## config.mk

```make
export PLATFORM = sky130hd
export DESIGN_NAME = unified_memory_arbiter
export DESIGN_NICKNAME = d
export VERILOG_FILES = /design/src/rtl/memory_arbiter_pkg.sv /design/src/rtl/arbiter_grant_select.sv /design/src/rtl/unified_memory_arbiter.sv
export SDC_FILE = /design/constraint.sdc
export NUM_CORES = 1
export LEC_CHECK = 0
export BUFFER_PORTS_ARGS = -buffer_cell sky130_fd_sc_hd__buf_2
export CORE_ASPECT_RATIO = 0.5
export CORE_MARGIN = 3
export CORE_UTILIZATION = 39
export DETAILED_ROUTE_END_ITERATION = 12
export MAX_ROUTING_LAYER = met4
export PLACE_DENSITY = 0.8
export SETUP_SLACK_MARGIN = 0.1
export SKIP_LAST_GASP = 1
export SYNTH_ARGS = -nofsm -noshare
export SYNTH_HDL_FRONTEND = slang
export SYNTH_SLANG_ARGS = --single-unit
export TNS_END_PERCENT = 10
```

## constraint.sdc

```tcl
create_clock -name clock -period 1.3 [get_ports clock]
set_input_delay 0.13 -clock clock [delete_from_list [all_inputs] [get_ports clock]]
set_output_delay 0.13 -clock clock [all_outputs]
set_load 0.1 [all_outputs]
```

## src/rtl/memory_arbiter_pkg.sv

```systemverilog
// ----------------------------------------------------------------------------
// memory_arbiter_pkg
//
// Purpose : Shared definitions for the unified memory arbiter. This holds the
//           arbiter FSM state encoding and the requester (owner) encoding that
//           both the top level and the grant selector use.
//
// Contents: state_t - IDLE / ISSUE / WAIT transaction phases
//           owner_t - OWNER_I (instruction fetch) = 0, OWNER_D (data) = 1
// ----------------------------------------------------------------------------
package memory_arbiter_pkg;

    // Phases of the single outstanding memory transaction
    typedef enum logic [1:0] {
        ST_IDLE  = 2'd0,
        ST_ISSUE = 2'd1,
        ST_WAIT  = 2'd2
    } state_t;

    // Which requester owns the current transaction (and who won the last tie)
    typedef enum logic {
        OWNER_I = 1'b0,
        OWNER_D = 1'b1
    } owner_t;

endpackage : memory_arbiter_pkg

```

## src/rtl/arbiter_grant_select.sv

```systemverilog
// ----------------------------------------------------------------------------
// arbiter_grant_select
//
// Purpose : Decides which requester is granted when the arbiter is idle.
//           A single valid requester always wins. On a tie the result depends
//           on the build:
//             ARBITER_ROUND_ROBIN_EN defined   -> grant the port that did not
//                                                 win last time (last_grant_i)
//             ARBITER_ROUND_ROBIN_EN undefined -> the data port always wins and
//                                                 last_grant_i is not looked at
//
// Ports   : i_valid_i    - instruction requester valid
//           d_valid_i    - data requester valid
//           last_grant_i - owner granted on the previous acceptance
//           grant_o      - selected owner (meaningful only if a valid is high)
// ----------------------------------------------------------------------------
module arbiter_grant_select
    import memory_arbiter_pkg::*;
(
    input  logic   i_valid_i,
    input  logic   d_valid_i,
    input  owner_t last_grant_i,
    output owner_t grant_o
);

`ifndef ARBITER_ROUND_ROBIN_EN
    // Fixed-priority builds carry the port only to keep one interface
    owner_t unusedLastGrant;
    assign unusedLastGrant = last_grant_i;
`endif

    // Pick the winner: lone requester first, then the tie-break policy
    always_comb begin
        grant_o = OWNER_I;
        if (i_valid_i && d_valid_i) begin
`ifdef ARBITER_ROUND_ROBIN_EN
            grant_o = (last_grant_i == OWNER_I) ? OWNER_D : OWNER_I;
`else
            grant_o = OWNER_D;
`endif
        end else if (d_valid_i) begin
            grant_o = OWNER_D;
        end else begin
            grant_o = OWNER_I;
        end
    end

endmodule : arbiter_grant_select

```

## src/rtl/unified_memory_arbiter.sv

```systemverilog
// ----------------------------------------------------------------------------
// unified_memory_arbiter
//
// Purpose : Shares one memory port between an instruction-fetch requester and
//           a data (load/store) requester. Exactly one transaction is in
//           flight at a time: IDLE accepts a request, ISSUE presents it to
//           memory until mem_req_ready, WAIT collects the read data. Stores
//           finish at the ISSUE handshake with no response pulse.
//
// Build   : ARBITER_ROUND_ROBIN_EN selects round-robin tie-breaking; without it
//           the data port wins every tie.
//
// Params  : CORE         - core index, informational only
//           ADDRESS_BITS - address width of all request ports
//           DATA_WIDTH   - data width of all data ports
//
// Ports   : clock, reset (synchronous, active high)
//           i_req_valid/i_req_ready/i_req_address          - fetch request
//           d_req_valid/d_req_ready/d_req_write/
//           d_req_address/d_req_data                       - data request
//           i_resp_valid/d_resp_valid/resp_data            - read responses
//           mem_req_valid/mem_req_ready/mem_req_write/
//           mem_req_address/mem_req_data                   - memory request
//           mem_resp_valid/mem_resp_data                   - memory response
// ----------------------------------------------------------------------------
module unified_memory_arbiter
    import memory_arbiter_pkg::*;
#(
    parameter int CORE         = 0,
    parameter int ADDRESS_BITS = 20,
    parameter int DATA_WIDTH   = 32
) (
    input  logic                    clock,
    input  logic                    reset,

    input  logic                    i_req_valid,
    output logic                    i_req_ready,
    input  logic [ADDRESS_BITS-1:0] i_req_address,

    input  logic                    d_req_valid,
    output logic                    d_req_ready,
    input  logic                    d_req_write,
    input  logic [ADDRESS_BITS-1:0] d_req_address,
    input  logic [DATA_WIDTH-1:0]   d_req_data,

    output logic                    i_resp_valid,
    output logic                    d_resp_valid,
    output logic [DATA_WIDTH-1:0]   resp_data,

    output logic                    mem_req_valid,
    input  logic                    mem_req_ready,
    output logic                    mem_req_write,
    output logic [ADDRESS_BITS-1:0] mem_req_address,
    output logic [DATA_WIDTH-1:0]   mem_req_data,
    input  logic                    mem_resp_valid,
    input  logic [DATA_WIDTH-1:0]   mem_resp_data
);

    // The core index does not affect behaviour
    localparam int unusedCoreIndex = CORE;

    state_t                  state_q;
    owner_t                  owner_q;
    logic                    write_q;
    logic [ADDRESS_BITS-1:0] addr_q;
    logic [DATA_WIDTH-1:0]   data_q;
    logic                    memValid_q;
    logic [DATA_WIDTH-1:0]   respData_q;
    logic                    iResp_q;
    logic                    dResp_q;

    owner_t                  grant;
    owner_t                  lastGrant;
    logic                    acceptAny;

`ifdef ARBITER_ROUND_ROBIN_EN
    owner_t                  lastGrant_q;
    owner_t                  lastGrant_d;
`endif

    // Tie-break history only exists in round-robin builds; otherwise the
    // selector gets a constant it ignores
`ifdef ARBITER_ROUND_ROBIN_EN
    assign lastGrant = lastGrant_q;
`else
    assign lastGrant = OWNER_I;
`endif

    arbiter_grant_select u_grant_select (
        .i_valid_i    (i_req_valid),
        .d_valid_i    (d_req_valid),
        .last_grant_i (lastGrant),
        .grant_o      (grant)
    );

    // A request is taken only while idle and out of reset; ready goes only to
    // the granted requester and only when its valid is high
    assign acceptAny   = !reset && (state_q == ST_IDLE) && (i_req_valid || d_req_valid);
    assign i_req_ready = acceptAny && i_req_valid && (grant == OWNER_I);
    assign d_req_ready = acceptAny && d_req_valid && (grant == OWNER_D);

`ifdef ARBITER_ROUND_ROBIN_EN
    // Every acceptance records its winner for the next tie
    always_comb begin
        lastGrant_d = lastGrant_q;
        if (acceptAny) begin
            lastGrant_d = grant;
        end
    end

    always_ff @(posedge clock) begin
        if (reset) begin
            lastGrant_q <= OWNER_I;
        end else begin
            lastGrant_q <= lastGrant_d;
        end
    end
`endif

    // Transaction FSM. Latches the accepted request, holds it on the memory
    // port through ISSUE, and turns a WAIT-phase mem_resp_valid into a single
    // registered response pulse for the owner. Memory handshakes arriving in
    // any other phase fall through the case and are ignored.
    always_ff @(posedge clock) begin
        if (reset) begin
            state_q    <= ST_IDLE;
            owner_q    <= OWNER_I;
            write_q    <= 1'b0;
            addr_q     <= '0;
            data_q     <= '0;
            memValid_q <= 1'b0;
            respData_q <= '0;
            iResp_q    <= 1'b0;
            dResp_q    <= 1'b0;
        end else begin
            iResp_q <= 1'b0;
            dResp_q <= 1'b0;
            case (state_q)
                ST_IDLE: begin
                    if (acceptAny) begin
                        state_q    <= ST_ISSUE;
                        memValid_q <= 1'b1;
                        owner_q    <= grant;
                        if (grant == OWNER_D) begin
                            write_q <= d_req_write;
                            addr_q  <= d_req_address;
                            data_q  <= d_req_data;
                        end else begin
                            // Fetches are always reads
                            write_q <= 1'b0;
                            addr_q  <= i_req_address;
                            data_q  <= '0;
                        end
                    end
                end
                ST_ISSUE: begin
                    if (mem_req_ready) begin
                        memValid_q <= 1'b0;
                        state_q    <= write_q ? ST_IDLE : ST_WAIT;
                    end
                end
                ST_WAIT: begin
                    if (mem_resp_valid) begin
                        respData_q <= mem_resp_data;
                        iResp_q    <= (owner_q == OWNER_I);
                        dResp_q    <= (owner_q == OWNER_D);
                        state_q    <= ST_IDLE;
                    end
                end
                default: begin
                    state_q    <= ST_IDLE;
                    memValid_q <= 1'b0;
                end
            endcase
        end
    end

    // Memory request is held quiet while reset is asserted
    assign mem_req_valid   = memValid_q && !reset;
    assign mem_req_write   = write_q;
    assign mem_req_address = addr_q;
    assign mem_req_data    = data_q;

    assign i_resp_valid    = iResp_q;
    assign d_resp_valid    = dResp_q;
    assign resp_data       = respData_q;

endmodule : unified_memory_arbiter

```

---- Word-level counts from Yosys, hierarchy flattened ----
Cells that the tools add are included.
word-level totals
  register bits after elaboration ......... 91
  input bits .............................. 111
  output and inout bits ................... 90
  logic and storage cells ................. 47
cells by class
  eq/ne operators ......................... 5
  muxes and demuxes ....................... 13
  bitwise operators ....................... 4
  reduce and logical (&&, ||, !) cells .... 16
operators by type and width
  operator            count
  $mux 32             1
  $mux 20             1
  $logic_and 1x1->1   8
  $mux 2              4
  $ne 2x2->1 const B  3
  $pmux 2 s3          1
  $reduce_and 3->1    2
  $mux 1              5
  $not 1->1           4
  $reduce_and 2->1    2
  $pmux 1 s3          1
  $reduce_or 3->1     1
  $eq 2x1->1 const B  1
  $eq 2x2->1 const B  1
  $logic_not 2->1     1
  $logic_not 1->1     1
  $logic_or 1x1->1    1

---- Logic depth before layout (Yosys ltp) ----
Gate-level depths: netlist of run 1.
  word-level depth ........................ 5
  mapped depth ............................ 6
  depth with buffers taken out ............ 3

---- Cells and area by module ----
From an unflattened synthesis of run 1, not the netlist that was laid out.
second synthesis, totals
  cell total of the unflattened synthesis .. 311
  area, all modules ....................... 3178.0 um^2
modules (own cells, without submodules)
  module                  times used  cells each  area an instance (um^2)  sequential area each (um^2)
  unified_memory_arbiter  1           310         3174.3                   1821.7
  arbiter_grant_select    1           1           3.8                      0.0

---- Worst setup path after synthesis of run 1 ----
OpenSTA, ideal clock, no wires.
  path kind ............................... input-to-reg
  start ................................... input reset
  end ..................................... register memValid_q
  library setup time ...................... 0.065 ns
  arrival time ............................ 1.873 ns
  data required time ...................... 1.235 ns
  path slack .............................. -0.639 ns
  cell stages on the path ................. 4
  path buffers ............................ 1
  path through ............................ clkbuf_2 nor2b_1 nand2_1 nand2_1
between the ends
  longest elaborated chain between the ends .. 5
ends and longest elaborated chain
  what                            line                           RTL
  start, declared                 unified_memory_arbiter.sv:34   input logic reset,
  $logic_not 1->1                 unified_memory_arbiter.sv:98   assign acceptAny = !reset && (state_q == ST_IDLE) && (i_req_valid || d_req_valid);
  $logic_and 1x1->1 (2 in a row)  unified_memory_arbiter.sv:98
  $ne 2x2->1 (no line)            n/a
  $reduce_and 3->1 (no line)      n/a
  end signal, assigned            unified_memory_arbiter.sv:131  memValid_q <= 1'b0;
  end signal, assigned            unified_memory_arbiter.sv:142  memValid_q <= 1'b1;
  end signal, assigned            unified_memory_arbiter.sv:158  memValid_q <= 1'b0;
  end, declared                   unified_memory_arbiter.sv:67   logic memValid_q;
Several ways; a longest one is shown, not always the timed one.
A chain may end at the register's enable or synchronous reset.

---- Worst setup path after layout of run 1 ----
  start ................................... register state_q[1]
  end ..................................... output i_req_ready
between the ends
  longest elaborated chain between the ends .. 5
ends and longest elaborated chain
  what                            line                           RTL
  start, declared                 unified_memory_arbiter.sv:62   state_t state_q;
  start signal, assigned          unified_memory_arbiter.sv:159  state_q <= write_q ? ST_IDLE : ST_WAIT;
  $logic_not 2->1                 unified_memory_arbiter.sv:98
  $logic_and 1x1->1 (2 in a row)  unified_memory_arbiter.sv:98
  $logic_and 1x1->1 (2 in a row)  unified_memory_arbiter.sv:99   assign i_req_ready = acceptAny && i_req_valid && (grant == OWNER_I);
  end, declared                   unified_memory_arbiter.sv:37   output logic i_req_ready,
No other way between the ends.

==> impl_metrics.py, run 1 <==
metrics = {
    "pwr": {
        "fin_total_pwr_mw": 8.503,
        "power_leakage_nw": 2.515,
        "ir_drop_mv": 0.7626,
        "power_density_nw_per_um2": 1587,
    },
    "worst_setup_path": {
        "critPathCaptureType": "output pin",
        "reg2reg_depth": 6,
        "worstSetupStartpointType": "register",
        "crit_required_ns": 1.17,
        "timing.rr.end": "mem_req_address[4]",
        "path_max_fanout": 3,
        "r2r_start": "state_q[1]",
        "crit_type": "register to output pin",
        "critical_path_arrival_ns": 1.39,
        "r2r_setup_slack_ns": -0.12,
    },
    "timing": {
        "finalCritPeriodShare": 1.170,
        "finalSetupTns_ns": -4.509,
        "setup_viol": 77,
        "fin_skew_ns": 0.008138,
        "fmax_ghz": 0.6577,
        "slew_violations": 0,
        "tightestPinTransition_ns": 0.5266,
        "setup_ws_ns": -0.2204,
        "holdWs_ns": 0.01804,
        "fin_crit_ns": 1.520,
        "final-hold-violation-count": 0,
        "rsz0062_at_grt": "yes",
        "relSlewSlack": 0.6481,
    },
    "min_path": {
        "hold-path-endpoint": "mem_req_data[18]",
        "hold_path_class": "primary input to register",
        "hp-start": "d_req_data[18]",
        "min_path_cells": 2,
    },
    "status": {
        "status": "finished with violations",
        "violations": "setup timing",
    },
    "grt": {
        "grt_usage": 0.2100,
        "grt_pass1_vias": 3395,
        "antenna_found_initial": 0,
        "grt_overflow_total": 0,
        "grt_first_pass_wirelength_mm": 16.61,
        "grt_max_degree": 38,
    },
    "floorplan": {
        "dieArea_sq_um": 10030,
        "core_sq_um": 8259,
        "dieHeight_um": 72.35,
        "die_w_um": 138.7,
        "rows": 23,
        "start_util": 0.4157,
        "ios": 201,
    },
    "finish": {
        "final_cells": 675,
        "antenna_cells": 0,
        "syn2layout_area_growth_pct": 56.01,
        "nNetsFinal": 669,
        "fillers": 647,
        "drive_above_1_share": 0.5009,
    },
    "synthesis": {
        "synth_cell_types": 28,
        "avgSynthCellArea_sq_um": 10.22,
        "yosys_warnings": 0,
        "syn-instance-count": 336,
        "synth_area_leaders": "dfxtp_1 53%, a22o_1 8.4%, a21oi_1 7.9%",
        "yosysTopAreaCell": "dfxtp_1",
        "yosysSeqAreaShare": 0.5306,
        "netlist.area_leader.share": 0.5306,
        "yosys_register_bits": 91,
        "syn-num-nets": 447,
        "synth.cell_area_sq_um": 3433,
    },
    "clock_tree": {
        "cts_max_level": 3,
        "cts_tree": "done",
        "cts_root_buf": "clkbuf_16",
        "cts_buffer_depth": 2,
        "cts_buffers": 9,
        "clock_latency_ns": 0.34,
        "cts.sinks": 91,
        "clkSlewWorstSetupHoldPaths_ns": 0.07,
    },
    "placed_design": {
        "placed_cells": 633,
        "gp_congestion": 0.7876,
        "dp_hpwl_mm": 6.946,
        "place_ws_ns": -0.2368,
        "port_buffers": 200,
    },
    "route": {
        "vias": 3331,
        "drc": 0,
        "wire_per_inst_um": 15.67,
        "highest_layer": "met4",
        "wirelength_mm": 10.58,
        "drt_iter0_markers": 200,
        "viasPerCell": 4.935,
        "ant_nets": 0,
        "wl_met2_mm": 5.494,
        "firstDrtPassIters": 4,
        "met1_length_mm": 4.385,
        "dr_wl_met3_um": 528,
    },
    "flow_run": {
        "cap_violations": 0,
    },
}
-- Yosys cell counts, drive strengths merged --
cell type / count
dfxtp: 91
nand2: 68
a21oi: 55
a22o: 33
buf: 21
a211oi: 20
mux2i: 20
clkbuf: 11
and2: 2
and3b: 2
nand3b: 2
nor3: 2
a21bo: 1
inv: 1
nor2: 1
nor2b: 1
nor3b: 1
o21ai: 1
o41ai: 1
or2: 1
or4b: 1
-- layout by cell type (no fill, tap or decap), types with 3 or more instances in the layout --
cell type / instances
buf_2: 197
dfxtp_1: 88
nand2_1: 68
a21oi_1: 53
a22o_1: 33
mux2i_1: 20
a211oi_2: 20
buf_12: 14
buf_4: 14
dlygate4sd3_1: 11
clkbuf_16: 9
buf_6: 4
bufinv_16: 3
-- how the worst max path moves through the flow --
stage	start	to	slack, ns	cells after the start
floorplan	mem_req_address[10]	mem_req_address[10]	-0.02	2
finish	state_q[1]	i_req_ready	-0.22	4
CTS	state_q[1]	i_req_ready	-0.21	4
global placement	d_req_valid	mem_req_write	-0.19	4
detailed placement	d_req_valid	mem_req_data[27]	-0.24	4
global route	state_q[1]	i_req_ready	-0.27	4
-- layout make-up --
cell class,count,area [sq um],area share
Clock buffer,9,225.2,0.04205
Clock inverter,7,125.1,0.02336
Inverter,1,3.754,0.0007008
Multi-Input combinational cell,213,1453,0.2712
Sequential cell,91,1828,0.3413
Tap cell,112,140.1,0.02616
Timing Repair Buffer,242,1582,0.2953
-- logic make-up (layout without fill, tap and decap cells) --
logic type,after synthesis,count (layout),synth area share
flops,91,91,0.5306
buf+inv,33,259,0.05940
simple gates,81,81,0.1042
mux,20,20,0.05831
compound gates,111,112,0.2475
-- stage by stage --
step / util / cell area [sq um]
global route: 0.6485 / 5356
CTS: 0.6426 / 5308
global placement: 0.5598 / 4623
floorplan: - / 3476
finish: 0.6485 / 5356
detailed placement: 0.5598 / 4623
-- metal layers --
metal | global-route usage | vias to the layer above
met5 | - | -
met4 | 0.06941 | 0
met3 | 0.05003 | 14
met2 | 0.3720 | 113
met1 | 0.2397 | 1580
li1 | - | 1624
-- worst max-delay path, cell delays in order (launching register included) --
cell	delay, ns
dfxtp_2	0.34
nor3_4	0.22
buf_6	0.13
and3b_4	0.19
buf_12	0.17
-- flip-flops by register name, summed over array words and instances (netlist names) --
| name | cells |
|---|---|
| mem_req_data | 32 |
| mem_req_write | 1 |
| mem_req_address | 20 |
| resp_data | 32 |
| state_q | 2 |
| owner_q | 1 |
| memValid_q | 1 |
| d_resp_valid | 1 |
| i_resp_valid | 1 |
-- power breakdown --
part           leakage [nW]  switching, mW  total, mW  internal, mW
Sequential            0.744         0.0947       3.06          2.97
Combinational          1.61           1.75       2.42         0.669
Clock                 0.164           1.13       3.03          1.90
Total                  2.52           2.97       8.50          5.53
-- timing repair --
item,4_1_cts,5_1_grt
gates cloned,3,0
hold buffers,11,0
endpoints found under the hold margin,11,0
setup endpoints to repair,174,179
buffers inserted,10,3
resized for setup,10,8
pin swaps,11,14
(Power assumes the default switching activity.)
==> run 2: changes to the inputs <==
--- a/config.mk
+++ b/config.mk
@@ -9,6 +9,7 @@
 export CORE_ASPECT_RATIO = 0.5
 export CORE_MARGIN = 3
 export CORE_UTILIZATION = 39
+export CTS_CLUSTER_DIAMETER = 50
 export DETAILED_ROUTE_END_ITERATION = 12
 export MAX_ROUTING_LAYER = met4
 export PLACE_DENSITY = 0.8
==> constraint.sdc (replaced) <==
create_clock -name clock -period 1.35 [get_ports clock]
set_input_delay 0.135 -clock clock [delete_from_list [all_inputs] [get_ports clock]]
set_output_delay 0.135 -clock clock [all_outputs]
set_load 0.1 [all_outputs]
==> impl_metrics.py, run 2 (synthesis gave the netlist of run 1 again) <==
metrics = {
    "clock_tree": {
        "cts.sinks": 91,
        "cts_tree": "done",
        "cts_buffer_depth": 2,
        "clkSlewWorstSetupHoldPaths_ns": 0.06,
        "cts_root_buf": "clkbuf_16",
        "clock_latency_ns": 0.32,
        "cts_max_level": 3,
        "cts_buffers": 9,
    },
    "grt": {
        "grt_pass1_vias": 3078,
        "grt_first_pass_wirelength_mm": 15.26,
        "antenna_found_initial": 0,
        "grt_overflow_total": 0,
        "grt_usage": 0.1929,
        "grt_max_degree": 43,
    },
    "finish": {
        "final_common_cell": "buf_2",
        "drive_above_1_share": 0.4889,
        "syn2layout_area_growth_pct": 44.21,
        "antenna_cells": 0,
        "final_cells": 654,
        "layout_common_cells": "197 x buf_2, 88 x dfxtp_1, 68 x nand2_1",
        "fillers": 742,
        "nNetsFinal": 649,
    },
    "timing": {
        "finalCritPeriodShare": 1.105,
        "setup_ws_ns": -0.1420,
        "setup_viol": 35,
        "fin_crit_ns": 1.492,
        "final-hold-violation-count": 0,
        "tightestPinTransition_ns": 0.5144,
        "relSlewSlack": 0.6558,
        "fin_skew_ns": 0.004756,
        "slew_violations": 0,
        "fmax_ghz": 0.6702,
        "rsz0062_at_grt": "yes",
    },
    "worst_setup_path": {
        "crit_required_ns": 1.22,
        "path_max_fanout": 3,
        "r2r_setup_slack_ns": -0.02,
        "reg2reg_depth": 5,
        "crit_type": "register to output pin",
        "slowest_delay_ns": 0.34,
        "path_cells": "nor3_4 -> buf_6 -> and3b_4 -> buf_12",
        "critPathSlowestCell": "dfxtp_2",
        "timing.rr.end": "mem_req_address[17]",
        "r2r_start": "state_q[1]",
        "critical_path_arrival_ns": 1.36,
        "worstSetupStartpointType": "register",
        "critPathCaptureType": "output pin",
    },
    "min_path": {
        "hp-start": "d_req_data[20]",
        "hold_path_class": "primary input to register",
        "hold-path-endpoint": "mem_req_data[20]",
        "min_path_cells": 2,
    },
    "route": {
        "drt_iter0_markers": 182,
        "wirelength_mm": 9.785,
        "vias": 3196,
        "ant_nets": 0,
        "drc": 0,
        "viasPerCell": 4.887,
        "wire_per_inst_um": 14.96,
        "firstDrtPassIters": 5,
    },
    "placed_design": {
        "dp_hpwl_mm": 6.861,
        "gp_congestion": 0.7621,
        "port_buffers": 200,
        "placed_cells": 630,
    },
    "pwr": {
        "power_leakage_nw": 2.340,
        "power_density_nw_per_um2": 1489,
        "ir_drop_mv": 0.6478,
        "fin_total_pwr_mw": 7.371,
    },
    "floorplan": {
        "start_util": 0.4157,
        "die_w_um": 138.7,
        "core_sq_um": 8259,
        "dieHeight_um": 72.35,
        "dieArea_sq_um": 10030,
        "ios": 201,
        "rows": 23,
    },
    "status": {
        "status": "finished with violations",
        "violations": "setup timing",
    },
    "flow_run": {
        "cap_violations": 0,
    },
}
## run 2: power breakdown
group          internal (mW)  leakage (nW)  switching (mW)
logic                  0.530          1.47            1.63
registers               2.86         0.744          0.0934
clock network           1.28         0.124           0.980
## run 2: how the worst max path moves through the flow
stage,cells after the start,from,to,slack [ns]
floorplan,2,mem_req_address[10],mem_req_address[10],0.03
detailed placement,4,d_req_valid,mem_req_data[24],-0.18
CTS,4,state_q[1],i_req_ready,-0.16
global route,4,state_q[1],i_req_ready,-0.21
global placement,4,d_req_valid,mem_req_write,-0.14
finish,4,state_q[1],i_req_ready,-0.14
## run 2: what timing repair did
item | 4_1_cts | 5_1_grt
endpoints found under the hold margin | 1 | 1
gates cloned | 2 | 0
hold buffers | 1 | 1
pin swaps | 2 | 0
setup endpoints to repair | 74 | 154
setup buffers | 5 | 0
resized for setup | 5 | 1
## run 2: area by class of cell
| class | instances | area [sq um] | area share |
|---|---|---|---|
| clock buffers | 11 | 242.7 | 0.04903 |
| clock inverters | 4 | 27.53 | 0.005560 |
| inverters | 1 | 3.754 | 0.0007581 |
| multi-input cells | 213 | 1438 | 0.2904 |
| flip-flops and latches | 91 | 1826 | 0.3687 |
| well taps | 112 | 140.1 | 0.02830 |
| repair buffers | 222 | 1274 | 0.2573 |
## run 2: per-stage QoR
step	hold WS, ns	setup TNS (ns)	util	cell area (sq um)	setup WS (ns)
5_1_grt	0.004286	-4.288	0.5995	4951	-0.2096
4_1_cts	0.004936	-1.747	0.5973	4933	-0.1601
2_1_floorplan	0.2169	0	-	3476	0.03268
3_3_place_gp	0.3333	-5.693	0.5525	4563	-0.1447
3_5_place_dp	0.3381	-6.869	0.5525	4563	-0.1815
6_report	0.01956	-0.5706	0.5995	4951	-0.1420
## run 2: worst max-delay path: cells and delay by family (launching register included)
| family | cells | cell delay, ns |
|---|---|---|
| buffers and inverters | 2 | 0.29 |
| DFF | 1 | 0.34 |
| and+or+nand+nor | 2 | 0.39 |
## run 2: layer usage
layer	vias up	wire length, um	global-route usage
met5	-	0	-
met4	0	167	0.06074
met3	14	450	0.04477
met2	97	5153	0.3310
met1	1494	4013	0.2300
li1	1591	-	-
==> run 3: changes to the inputs <==
==> constraint.sdc (replaced) <==
create_clock -name clock -period 1.35 [get_ports clock]
set_input_delay 0.135 -clock clock [delete_from_list [all_inputs] [get_ports clock]]
set_output_delay 0.135 -clock clock [all_outputs]
set_load 0.05 [all_outputs]
==> impl_metrics.py, run 3 (synthesis gave the netlist of run 1 again) <==
metrics = {
    "status": {
        "status": "finished with violations",
        "violations": "setup timing",
    },
    "finish": {
        "final_cells": 649,
        "nNetsFinal": 643,
        "antenna_cells": 0,
        "syn2layout_area_growth_pct": 40.96,
        "layout_common_cells": "198 x buf_2, 89 x dfxtp_1, 68 x nand2_1",
        "final_common_cell": "buf_2",
        "drive_above_1_share": 0.4879,
    },
    "floorplan": {
        "rows": 23,
        "core_sq_um": 8259,
        "die_w_um": 138.7,
        "start_util": 0.4157,
        "ios": 201,
        "dieArea_sq_um": 10030,
        "dieHeight_um": 72.35,
    },
    "timing": {
        "setup_viol": 2,
        "rsz0062_at_grt": "yes",
        "fin_skew_ns": 0.006750,
        "setup_ws_ns": -0.1512,
        "final-hold-violation-count": 0,
        "relSlewSlack": 0.6314,
        "slew_violations": 0,
        "tightestPinTransition_ns": 0.5529,
        "finalCritPeriodShare": 1.112,
        "fin_crit_ns": 1.501,
        "fmax_ghz": 0.6661,
    },
    "clock_tree": {
        "postCtsHoldBufs": 0,
        "clock_latency_ns": 0.33,
        "cts_buffer_depth": 2,
        "cts_buffers": 9,
        "cts_root_buf": "clkbuf_16",
        "cts_max_level": 3,
        "clkSlewWorstSetupHoldPaths_ns": 0.06,
        "cts.sinks": 91,
        "cts_tree": "done",
    },
    "worst_setup_path": {
        "r2r_start": "state_q[0]",
        "worstSetupStartpointType": "register",
        "crit_required_ns": 1.22,
        "critical_path_arrival_ns": 1.37,
        "path_max_fanout": 6,
        "critPathCaptureType": "output pin",
        "cp-startpoint": "state_q[0]",
        "crit_type": "register to output pin",
        "reg2reg_depth": 4,
    },
    "min_path": {
        "hold_path_class": "primary input to register",
        "hp-start": "mem_req_ready",
        "min_path_cells": 2,
    },
    "placed_design": {
        "gp_congestion": 0.7304,
        "place_ws_ns": -0.2709,
        "port_buffers": 200,
        "dp_hpwl_mm": 6.832,
        "placed_cells": 631,
    },
    "flow_run": {
        "cap_violations": 0,
    },
    "grt": {
        "antenna_found_initial": 0,
        "grt_overflow_total": 0,
        "grt_first_pass_wirelength_mm": 15.08,
        "grt_max_degree": 42,
        "grt_pass1_vias": 3091,
        "grt_usage": 0.1877,
    },
    "route": {
        "firstDrtPassIters": 4,
        "drc": 0,
        "viasPerCell": 4.906,
        "vias": 3184,
        "wirelength_mm": 9.618,
        "ant_nets": 0,
        "wire_per_inst_um": 14.82,
        "drt_iter0_markers": 155,
    },
    "pwr": {
        "ir_drop_mv": 0.7151,
        "power_leakage_nw": 2.296,
        "power_density_nw_per_um2": 1391,
        "fin_total_pwr_mw": 6.730,
    },
}
==> run 3: stage by stage <==
| stage | area (sq um) | util | TNS, ns | hold slack [ns] |
|---|---|---|---|---|
| CTS | 4815 | 0.5829 | -2.308 | 0.002959 |
| global route | 4840 | 0.5860 | -0.6962 | 0.00008132 |
| detailed placement | 4517 | 0.5469 | -8.346 | 0.3575 |
| floorplan | 3467 | - | 0 | 0.2169 |
| finish | 4840 | 0.5860 | -0.2894 | 0.01438 |
| global placement | 4517 | 0.5469 | -6.173 | 0.3356 |
==> run 3: worst max-delay path, cell delays in order, from the launching register on <==
cell and delay [ns]:
dfxtp_2 0.35, nor3_4 0.20, buf_4 0.15, and3b_2 0.18, buf_6 0.15
==> run 3: timing repair <==
item,CTS,global route
buffers inserted,0,1
gates resized for setup,6,2
hold endpoints to repair,0,0
pin swaps,1,1
cloned,1,0
setup endpoints to repair,55,56
==> run 3: power breakdown <==
group / internal, mW / total (mW) / switching [mW]
Combinational: 0.484 / 1.50 / 1.01
Clock: 1.25 / 2.28 / 1.04
Sequential: 2.86 / 2.95 / 0.0927
Total: 4.59 / 6.73 / 2.14
==> run 3: layer usage <==
layer  global-route usage  up-vias  share of wire
met5                    -        -              0
met4              0.04013        0          0.012
met3              0.05332       10          0.053
met2               0.3197       97           0.51
met1               0.2268     1501           0.42
li1                     -     1576              -
==> run 3: path summary, 6_finish.rpt <==
kind                         end  slack, ns
max                  i_req_ready      -0.15
min                   state_q[0]       0.01
max reg2reg  mem_req_address[17]       0.02
min reg2reg         resp_data[4]       0.45
==> run 3: cell type report <==
cell class | instances | area [sq um]
fillers | 753 | 3420
flip-flops and latches | 91 | 1827
multi-input cells | 213 | 1431
repair buffers | 216 | 1167
clock buffers | 10 | 229.0
well taps | 112 | 140.1
clock inverters | 6 | 41.29
inverters | 1 | 3.754
